==> src/rtl/bp_hb_payload_tracker_pkg.sv <==
// Shared types and defaults for the BP-to-HammerBlade payload tracker.
package bp_hb_payload_tracker_pkg;

    typedef enum logic [0:0] {
        e_bp_unicore_hammerblade_cfg = 1'b0
    } bp_params_e;

    localparam int unsigned bp_hb_tracker_els_lp       = 32'd8;
    localparam int unsigned bp_hb_tracker_tag_width_lp = $clog2(bp_hb_tracker_els_lp);

    typedef logic [bp_hb_tracker_tag_width_lp-1:0] bp_hb_tracker_tag_t;

    function automatic int unsigned mem_noc_did_width(input bp_params_e cfg);
        case (cfg)
            e_bp_unicore_hammerblade_cfg: return 32'd19;
            default:                      return 32'd19;
        endcase
    endfunction

endpackage

==> src/rtl/bp_hb_payload_tracker_age.sv <==
// Per-entry age counters with a sticky lowest-index timeout capture.
module bp_hb_payload_tracker_age
    import bp_hb_payload_tracker_pkg::*;
#(
    parameter int els_p        = 8,
    parameter int timeout_p    = 1024,
    localparam int tag_width_lp = $clog2(els_p)
) (
    input  logic                    clk_i,
    input  logic                    reset_i,
    input  logic [els_p-1:0]        busy_i,
    input  logic [els_p-1:0]        clr_i,
    output logic                    timeout_o,
    output logic [tag_width_lp-1:0] timeout_tag_o
);

    localparam int age_width_lp = $clog2(timeout_p + 1);
    localparam logic [age_width_lp-1:0] age_max_lp = age_width_lp'(timeout_p);

    logic [age_width_lp-1:0] age_r [els_p];
    logic                    hit_found_s;
    logic [tag_width_lp-1:0] hit_tag_s;
    logic                    timeout_r;
    logic [tag_width_lp-1:0] timeout_tag_r;

    // Age counters: cleared on allocation, count while busy, saturate at the limit
    always_ff @(posedge clk_i) begin
        for (int i = 0; i < els_p; i++) begin
            if (reset_i || clr_i[i]) begin
                age_r[i] <= '0;
            end else if (busy_i[i] && (age_r[i] != age_max_lp)) begin
                age_r[i] <= age_r[i] + age_width_lp'(1);
            end else begin
                age_r[i] <= age_r[i];
            end
        end
    end

    // Lowest-index busy entry that has reached the limit
    always_comb begin
        hit_found_s = 1'b0;
        hit_tag_s   = '0;
        for (int i = els_p - 1; i >= 0; i--) begin
            if (busy_i[i] && (age_r[i] == age_max_lp)) begin
                hit_found_s = 1'b1;
                hit_tag_s   = tag_width_lp'(i);
            end else begin
                hit_found_s = hit_found_s;
            end
        end
    end

    // Sticky capture of the first timeout
    always_ff @(posedge clk_i) begin
        if (reset_i) begin
            timeout_r     <= 1'b0;
            timeout_tag_r <= '0;
        end else if (!timeout_r && hit_found_s) begin
            timeout_r     <= 1'b1;
            timeout_tag_r <= hit_tag_s;
        end else begin
            timeout_r     <= timeout_r;
            timeout_tag_r <= timeout_tag_r;
        end
    end

    assign timeout_o     = timeout_r;
    assign timeout_tag_o = timeout_tag_r;

endmodule

==> src/rtl/bp_hb_payload_tracker.sv <==
// Outstanding-request tag/payload tracker; the optional watchdog is enabled
// by defining BP_HB_TRACKER_TIMEOUT_EN.
module bp_hb_payload_tracker
    import bp_hb_payload_tracker_pkg::*;
#(
    parameter bp_params_e bp_params_p = e_bp_unicore_hammerblade_cfg,
    parameter int els_p               = bp_hb_tracker_els_lp,
    parameter int payload_width_p     = mem_noc_did_width(bp_params_p),
    parameter int timeout_p           = 1024,
    localparam int tag_width_lp       = $clog2(els_p),
    localparam int count_width_lp     = $clog2(els_p + 1)
) (
    input  logic                       clk_i,
    input  logic                       reset_i,
    input  logic                       alloc_v_i,
    input  logic [payload_width_p-1:0] alloc_payload_i,
    output logic                       alloc_ready_and_o,
    output logic [tag_width_lp-1:0]    alloc_tag_o,
    input  logic                       ret_v_i,
    input  logic [tag_width_lp-1:0]    ret_tag_i,
    output logic                       ret_ready_and_o,
    output logic [payload_width_p-1:0] ret_payload_o,
    output logic [count_width_lp-1:0]  count_o,
    output logic                       empty_o,
    output logic                       err_o,
    output logic                       timeout_o,
    output logic [tag_width_lp-1:0]    timeout_tag_o
);

    localparam logic [count_width_lp-1:0] full_lp = count_width_lp'(els_p);
    localparam logic [els_p-1:0]          one_lp  = {{(els_p-1){1'b0}}, 1'b1};

    logic [els_p-1:0]           busy_r;
    logic [payload_width_p-1:0] payload_r [els_p];
    logic [count_width_lp-1:0]  count_r;
    logic                       err_r;

    logic                    free_found_s;
    logic [tag_width_lp-1:0] free_tag_s;
    logic                    alloc_fire_s;
    logic                    ret_hit_s;
    logic                    ret_miss_s;
    logic [els_p-1:0]        alloc_onehot_s;
    logic [els_p-1:0]        ret_onehot_s;

    // Priority encoder over the pre-edge busy vector: lowest free index wins
    always_comb begin
        free_found_s = 1'b0;
        free_tag_s   = '0;
        for (int i = els_p - 1; i >= 0; i--) begin
            if (!busy_r[i]) begin
                free_found_s = 1'b1;
                free_tag_s   = tag_width_lp'(i);
            end else begin
                free_found_s = free_found_s;
            end
        end
    end

    assign alloc_fire_s   = alloc_v_i & free_found_s;
    assign ret_hit_s      = ret_v_i & busy_r[ret_tag_i];
    assign ret_miss_s     = ret_v_i & ~busy_r[ret_tag_i];
    assign alloc_onehot_s = alloc_fire_s ? (one_lp << free_tag_s) : '0;
    assign ret_onehot_s   = ret_hit_s ? (one_lp << ret_tag_i) : '0;

    // Busy vector, occupancy counter and sticky error flag
    always_ff @(posedge clk_i) begin
        if (reset_i) begin
            busy_r  <= '0;
            count_r <= '0;
            err_r   <= 1'b0;
        end else begin
            busy_r <= (busy_r | alloc_onehot_s) & ~ret_onehot_s;
            case ({alloc_fire_s, ret_hit_s})
                2'b10:   count_r <= (count_r == full_lp) ? count_r : count_r + count_width_lp'(1);
                2'b01:   count_r <= (count_r == '0) ? count_r : count_r - count_width_lp'(1);
                default: count_r <= count_r;
            endcase
            err_r <= err_r | ret_miss_s;
        end
    end

    // Payload storage is intentionally not reset
    always_ff @(posedge clk_i) begin
        if (alloc_fire_s) begin
            payload_r[free_tag_s] <= alloc_payload_i;
        end else begin
            payload_r[free_tag_s] <= payload_r[free_tag_s];
        end
    end

    assign alloc_ready_and_o = free_found_s;
    assign alloc_tag_o       = free_tag_s;
    assign ret_ready_and_o   = 1'b1;
    assign ret_payload_o     = payload_r[ret_tag_i];
    assign count_o           = count_r;
    assign empty_o           = (count_r == '0);
    assign err_o             = err_r;

`ifdef BP_HB_TRACKER_TIMEOUT_EN
    bp_hb_payload_tracker_age #(
        .els_p     (els_p),
        .timeout_p (timeout_p)
    ) age (
        .clk_i         (clk_i),
        .reset_i       (reset_i),
        .busy_i        (busy_r),
        .clr_i         (alloc_onehot_s),
        .timeout_o     (timeout_o),
        .timeout_tag_o (timeout_tag_o)
    );
`else
    assign timeout_o     = 1'b0;
    assign timeout_tag_o = '0;
`endif

endmodule

==> config.mk <==
export PLATFORM = sky130hd
export DESIGN_NAME = bp_hb_payload_tracker
export DESIGN_NICKNAME = d
export VERILOG_FILES = /design/src/rtl/bp_hb_payload_tracker_pkg.sv /design/src/rtl/bp_hb_payload_tracker_age.sv /design/src/rtl/bp_hb_payload_tracker.sv
export SDC_FILE = /design/constraint.sdc
export NUM_CORES = 1
export LEC_CHECK = 0
export ABC_AREA = 1
export BUFFER_PORTS_ARGS = -buffer_cell sky130_fd_sc_hd__buf_2
export CAP_MARGIN = 5
export CORE_ASPECT_RATIO = 1.5
export CORE_MARGIN = 5
export CORE_UTILIZATION = 60
export DETAILED_ROUTE_END_ITERATION = 10
export PLACE_DENSITY = 0.8
export SKIP_LAST_GASP = 1
export SLEW_MARGIN = 5
export SYNTH_ARGS = -nofsm -noshare
export SYNTH_HDL_FRONTEND = slang
export SYNTH_SLANG_ARGS = --single-unit
==> constraint.sdc <==
create_clock -name clk_i -period 4.16 [get_ports clk_i]
set_clock_uncertainty 0.1 [all_clocks]
set_input_delay 0.416 -clock clk_i [delete_from_list [all_inputs] [get_ports clk_i]]
set_output_delay 0.416 -clock clk_i [all_outputs]
set_load 0.01 [all_outputs]
==> impl_results.html <==
<table>
<tr><th>Metric</th><th>Value</th></tr>
<tr><th colspan="2">Hold path</th></tr>
<tr><td>Capture endpoint of the worst hold path</td><td>payload_r[0][10]</td></tr>
<tr><td>Number of cells on the worst hold path</td><td>1</td></tr>
<tr><td>Launch point of the worst hold path</td><td>alloc_payload_i[10]</td></tr>
<tr><td>Type of the tightest min-delay check</td><td>in -&gt; reg</td></tr>
<tr><th colspan="2">Placed design</th></tr>
<tr><td>HPWL after detailed placement</td><td>7720 um</td></tr>
<tr><td>RD Place Congestion</td><td>0.926</td></tr>
<tr><td>Total of buffers placed on input and output ports</td><td>54</td></tr>
<tr><th colspan="2">GRT</th></tr>
<tr><td>Vias in the first global route</td><td>4243</td></tr>
<tr><td>Initial antenna violation count</td><td>0</td></tr>
<tr><td>GR Util All Layers</td><td>0.235</td></tr>
<tr><td>Leftover overflow at the end of global routing</td><td>0</td></tr>
<tr><td>First-pass GRT wire length</td><td>22000 um</td></tr>
<tr><td>Pin count of the biggest net entering global routing</td><td>40</td></tr>
<tr><th colspan="2">Setup path</th></tr>
<tr><td>FF-to-FF End</td><td>count_o[2]</td></tr>
<tr><td>Slowest cell on the critical path</td><td>sky130_fd_sc_hd__buf_4</td></tr>
<tr><td>Critical path startpoint category</td><td>input pin</td></tr>
<tr><td>Delay of the slowest cell on the worst path</td><td>400 ps</td></tr>
<tr><td>Critical Path Sink Type</td><td>output port</td></tr>
<tr><td>Critical path required time</td><td>3640 ps</td></tr>
<tr><td>Cell type group with the largest total delay on the critical path</td><td>buffers and inverters</td></tr>
<tr><td>Crit path kind</td><td>in -&gt; out</td></tr>
<tr><td>Worst path buffer plus inverter count</td><td>4</td></tr>
<tr><td>Number of stages on the worst setup path</td><td>9</td></tr>
<tr><td>Launching point of the worst reg2reg path</td><td>busy_r[2]</td></tr>
<tr><td>FF-to-FF path depth</td><td>17</td></tr>
<tr><td>Cell-by-cell trace of the critical path</td><td>buf_2 -&gt; nand2_1 -&gt; inv_1 -&gt; buf_4 -&gt; nand2_1 -&gt; nand4_1 -&gt; nor2_1 -&gt; a31oi_1 -&gt; buf_2</td></tr>
<tr><td>CP Max Fanout</td><td>38</td></tr>
<tr><td>R2R setup slack</td><td>2130 ps</td></tr>
<tr><td>Signal arrival time at the worst endpoint</td><td>1900 ps</td></tr>
<tr><th colspan="2">Pwr</th></tr>
<tr><td>Peak supply drop</td><td>0.335 mV</td></tr>
<tr><td>Leak Pwr</td><td>2.74 nW</td></tr>
<tr><td>Power density of the placed cells</td><td>498 nW/um^2</td></tr>
<tr><th colspan="2">Finish</th></tr>
<tr><td>Most frequent cells in the layout</td><td>sky130_fd_sc_hd__edfxtp_1, sky130_fd_sc_hd__nand2_1, sky130_fd_sc_hd__buf_2</td></tr>
<tr><td>Most common library cell in the layout ignoring fill and taps</td><td>sky130_fd_sc_hd__edfxtp_1</td></tr>
<tr><td>Final standard cell utilization of the core</td><td>0.718</td></tr>
<tr><td>Area delta synth-&gt;final</td><td>16.9%</td></tr>
<tr><td>Fill cell instance count of the final layout</td><td>657</td></tr>
<tr><td>Share of final-layout standard cells stronger than drive strength 1</td><td>0.223</td></tr>
<tr><td>Number of nets in the final layout</td><td>580</td></tr>
<tr><td>Antenna diodes</td><td>0</td></tr>
<tr><th colspan="2">Synthesis</th></tr>
<tr><td>Library cells used by synthesis</td><td>31</td></tr>
<tr><td>Count of mapped cells out of synthesis</td><td>491</td></tr>
<tr><td>Part of the Yosys area used for sequential elements</td><td>0.738</td></tr>
<tr><td>Post-synth design cell area</td><td>6540 sq um</td></tr>
<tr><td>Post-synthesis sequential element count</td><td>165</td></tr>
<tr><td>Mean post-synth cell area</td><td>13.3 sq um</td></tr>
<tr><td>Synthesis warning total</td><td>0</td></tr>
<tr><th colspan="2">STA</th></tr>
<tr><td>Count of final hold-check violations</td><td>0</td></tr>
<tr><td>Peak Freq</td><td>414 MHz</td></tr>
<tr><td>Transition at the pin with the smallest max-transition slack</td><td>687 ps</td></tr>
<tr><td>Final critical delay including setup and external delays</td><td>2410 ps</td></tr>
<tr><td>Share of the clock period used by the worst path after layout</td><td>0.580</td></tr>
<tr><td>Max-slew headroom</td><td>0.537</td></tr>
<tr><td>RSZ-0062 raised after global routing</td><td>false</td></tr>
<tr><td>Number of setup violations in the final report</td><td>0</td></tr>
<tr><td>Post-route setup TNS</td><td>0 ps</td></tr>
<tr><td>Number of pins exceeding their max-slew limit in the final report</td><td>0</td></tr>
<tr><th colspan="2">Drt</th></tr>
<tr><td>DRC Markers</td><td>0</td></tr>
<tr><td>First-pass iteration count of the detailed router</td><td>5</td></tr>
<tr><td>Detailed Route WL</td><td>14400 um</td></tr>
<tr><td>Count of nets left with antenna violations after detail routing</td><td>0</td></tr>
<tr><td>Detail-routed net length per standard cell</td><td>20.3 um</td></tr>
<tr><td>DRT iter0 DRCs</td><td>333</td></tr>
<tr><td>Via/cell ratio</td><td>5.99</td></tr>
<tr><td>Via count</td><td>4253</td></tr>
<tr><th colspan="2">Floorplan</th></tr>
<tr><td>Y dimension of the die</td><td>138 um</td></tr>
<tr><td>Placeable core region</td><td>10600 sq um</td></tr>
<tr><td>I/O pin cnt</td><td>60</td></tr>
<tr><td>Core Rows</td><td>46</td></tr>
<tr><td>Die outline width</td><td>95.2 um</td></tr>
<tr><td>Starting density of the core</td><td>0.614</td></tr>
<tr><td>Die outline area</td><td>13100 sq um</td></tr>
<tr><th colspan="2">Clocking</th></tr>
<tr><td>Clock tree from TritonCTS</td><td>done</td></tr>
<tr><td>Hold_buf cts</td><td>0</td></tr>
<tr><td>CTS Sinks</td><td>165</td></tr>
<tr><td>CTS max path bufs</td><td>2</td></tr>
<tr><td>Number of CTS-inserted buffers</td><td>17</td></tr>
<tr><td>Number of gates resized after cts</td><td>0</td></tr>
<tr><td>Number of H-tree branching levels</td><td>4</td></tr>
<tr><td>CTS root buffer</td><td>sky130_fd_sc_hd__clkbuf_16</td></tr>
<tr><td>Clock-pin slew on the worst setup and hold paths</td><td>50 ps</td></tr>
<tr><td>Number of buffers inserted to repair setup after CTS</td><td>0</td></tr>
<tr><td>Clock latency on the worst-skew pair</td><td>420 ps</td></tr>
<tr><th colspan="2">Run</th></tr>
<tr><td>Max_cap viols</td><td>0</td></tr>
<tr><th colspan="2">Outcome</th></tr>
<tr><td>Result of the run</td><td>finished, final reports clean</td></tr>
</table>
==> worst max path at each step <==
stage	slack, ps	startpoint	endpoint
after floorplan	1790	busy_r[3]	payload_r[5][0]
after global placement	1820	ret_tag_i[2]	count_o[2]
after detailed placement	1760	ret_tag_i[2]	count_o[2]
after CTS	1750	ret_tag_i[0]	ret_payload_o[1]
after global routing	1610	ret_tag_i[0]	ret_payload_o[1]
final	1750	ret_tag_i[0]	ret_payload_o[13]
==> state kept, by name, indices dropped and copies added, names as in the netlist <==
register	flops
busy_r	8
count_o	4
err_o	1
payload_r	152
==> cell type report <==
class / count / area (sq um) / share of cell area
clock buffer: 19 / 433 / 0.0567
tap: 144 / 180 / 0.0236
sequential: 165 / 4820 / 0.631
multi-input combinational: 279 / 1520 / 0.198
timing repair buffer: 67 / 368 / 0.0481
clock inverter: 13 / 229 / 0.0300
inverter: 23 / 91.3 / 0.0120
==> worst register-to-register path: stages (launching register included) <==
cell	delay, ps
sky130_fd_sc_hd__dfxtp_1	440
sky130_fd_sc_hd__nand2_1	90
sky130_fd_sc_hd__nand2_1	70
sky130_fd_sc_hd__nand2_1	60
sky130_fd_sc_hd__nand2_1	120
sky130_fd_sc_hd__nand2_2	120
sky130_fd_sc_hd__nand2_8	110
sky130_fd_sc_hd__nand3_4	90
sky130_fd_sc_hd__xor2_1	160
sky130_fd_sc_hd__inv_1	60
sky130_fd_sc_hd__ha_1	130
sky130_fd_sc_hd__inv_1	40
sky130_fd_sc_hd__nand2_1	80
sky130_fd_sc_hd__inv_1	50
sky130_fd_sc_hd__nand2_1	60
sky130_fd_sc_hd__nand3_1	60
sky130_fd_sc_hd__nand2_1	60
sky130_fd_sc_hd__inv_1	30
==> cells by family (layout without fill, tap and decap cells) <==
group / count (synthesis) / after routing / share of synthesized area
compound gates: 84 / 84 / 0.0886
xor+xnor: 1 / 1 / 0.00134
fa+ha+maj: 1 / 1 / 0.00191
buf+inv: 50 / 122 / 0.0360
flops: 165 / 165 / 0.738
other cells: 2 / 5 / 0.00115
simple gates: 188 / 188 / 0.133
==> metrics by stage <==
step                total power, W  hold slack [ps]  setup slack, ps  cell area (sq um)  instances
floorplan                  0.00202              405             1790               6550        494
global placement           0.00211              391             1820               6980        678
detailed placement         0.00212              415             1760               6980        678
CTS                        0.00382              145             1750               7640        710
global route               0.00392              156             1610               7640        710
finish                     0.00380              162             1750               7640        710
==> metal layers <==
layer  vias to the layer above  global-route usage  share of wire
met5                         -                   0              0
met4                         0               0.123          0.031
met3                        39              0.0525          0.071
met2                       227               0.418           0.55
met1                      2061               0.259           0.35
li1                       1926                   -              -
==> Yosys cell counts <==
master | count | share of area
sky130_fd_sc_hd__a211oi_1 | 10 | 0.011
sky130_fd_sc_hd__a21oi_1 | 4 | 0.0031
sky130_fd_sc_hd__a22oi_1 | 38 | 0.044
sky130_fd_sc_hd__a31oi_1 | 20 | 0.019
sky130_fd_sc_hd__buf_2 | 10 | 0.0077
sky130_fd_sc_hd__buf_4 | 6 | 0.0069
sky130_fd_sc_hd__buf_6 | 1 | 0.0017
sky130_fd_sc_hd__clkbuf_1 | 10 | 0.0057
sky130_fd_sc_hd__conb_1 | 2 | 0.0011
sky130_fd_sc_hd__dfxtp_1 | 13 | 0.040
sky130_fd_sc_hd__edfxtp_1 | 152 | 0.70
sky130_fd_sc_hd__ha_1 | 1 | 0.0019
sky130_fd_sc_hd__inv_1 | 19 | 0.011
sky130_fd_sc_hd__inv_2 | 3 | 0.0017
sky130_fd_sc_hd__inv_6 | 1 | 0.0013
sky130_fd_sc_hd__nand2_1 | 111 | 0.064
sky130_fd_sc_hd__nand2_2 | 6 | 0.0057
sky130_fd_sc_hd__nand2_4 | 3 | 0.0052
sky130_fd_sc_hd__nand2_8 | 1 | 0.0031
sky130_fd_sc_hd__nand3_1 | 16 | 0.012
sky130_fd_sc_hd__nand3_4 | 2 | 0.0054
sky130_fd_sc_hd__nand4_1 | 12 | 0.011
sky130_fd_sc_hd__nand4_4 | 1 | 0.0033
sky130_fd_sc_hd__nor2_1 | 34 | 0.020
sky130_fd_sc_hd__nor3_1 | 1 | 0.00076
sky130_fd_sc_hd__nor3_4 | 1 | 0.0025
sky130_fd_sc_hd__o21ai_0 | 1 | 0.00076
sky130_fd_sc_hd__o21ai_1 | 2 | 0.0015
sky130_fd_sc_hd__o21ai_2 | 1 | 0.0013
sky130_fd_sc_hd__o22ai_1 | 8 | 0.0077
sky130_fd_sc_hd__xor2_1 | 1 | 0.0013
==> power breakdown <==
group	internal (W)	switching, W
clock	0.00112	0.000593
sequential	0.00184	0.0000140
combinational	0.0000702	0.000157
total	0.00304	0.000764
No activity file was read; power rests on OpenSTA's default activity.
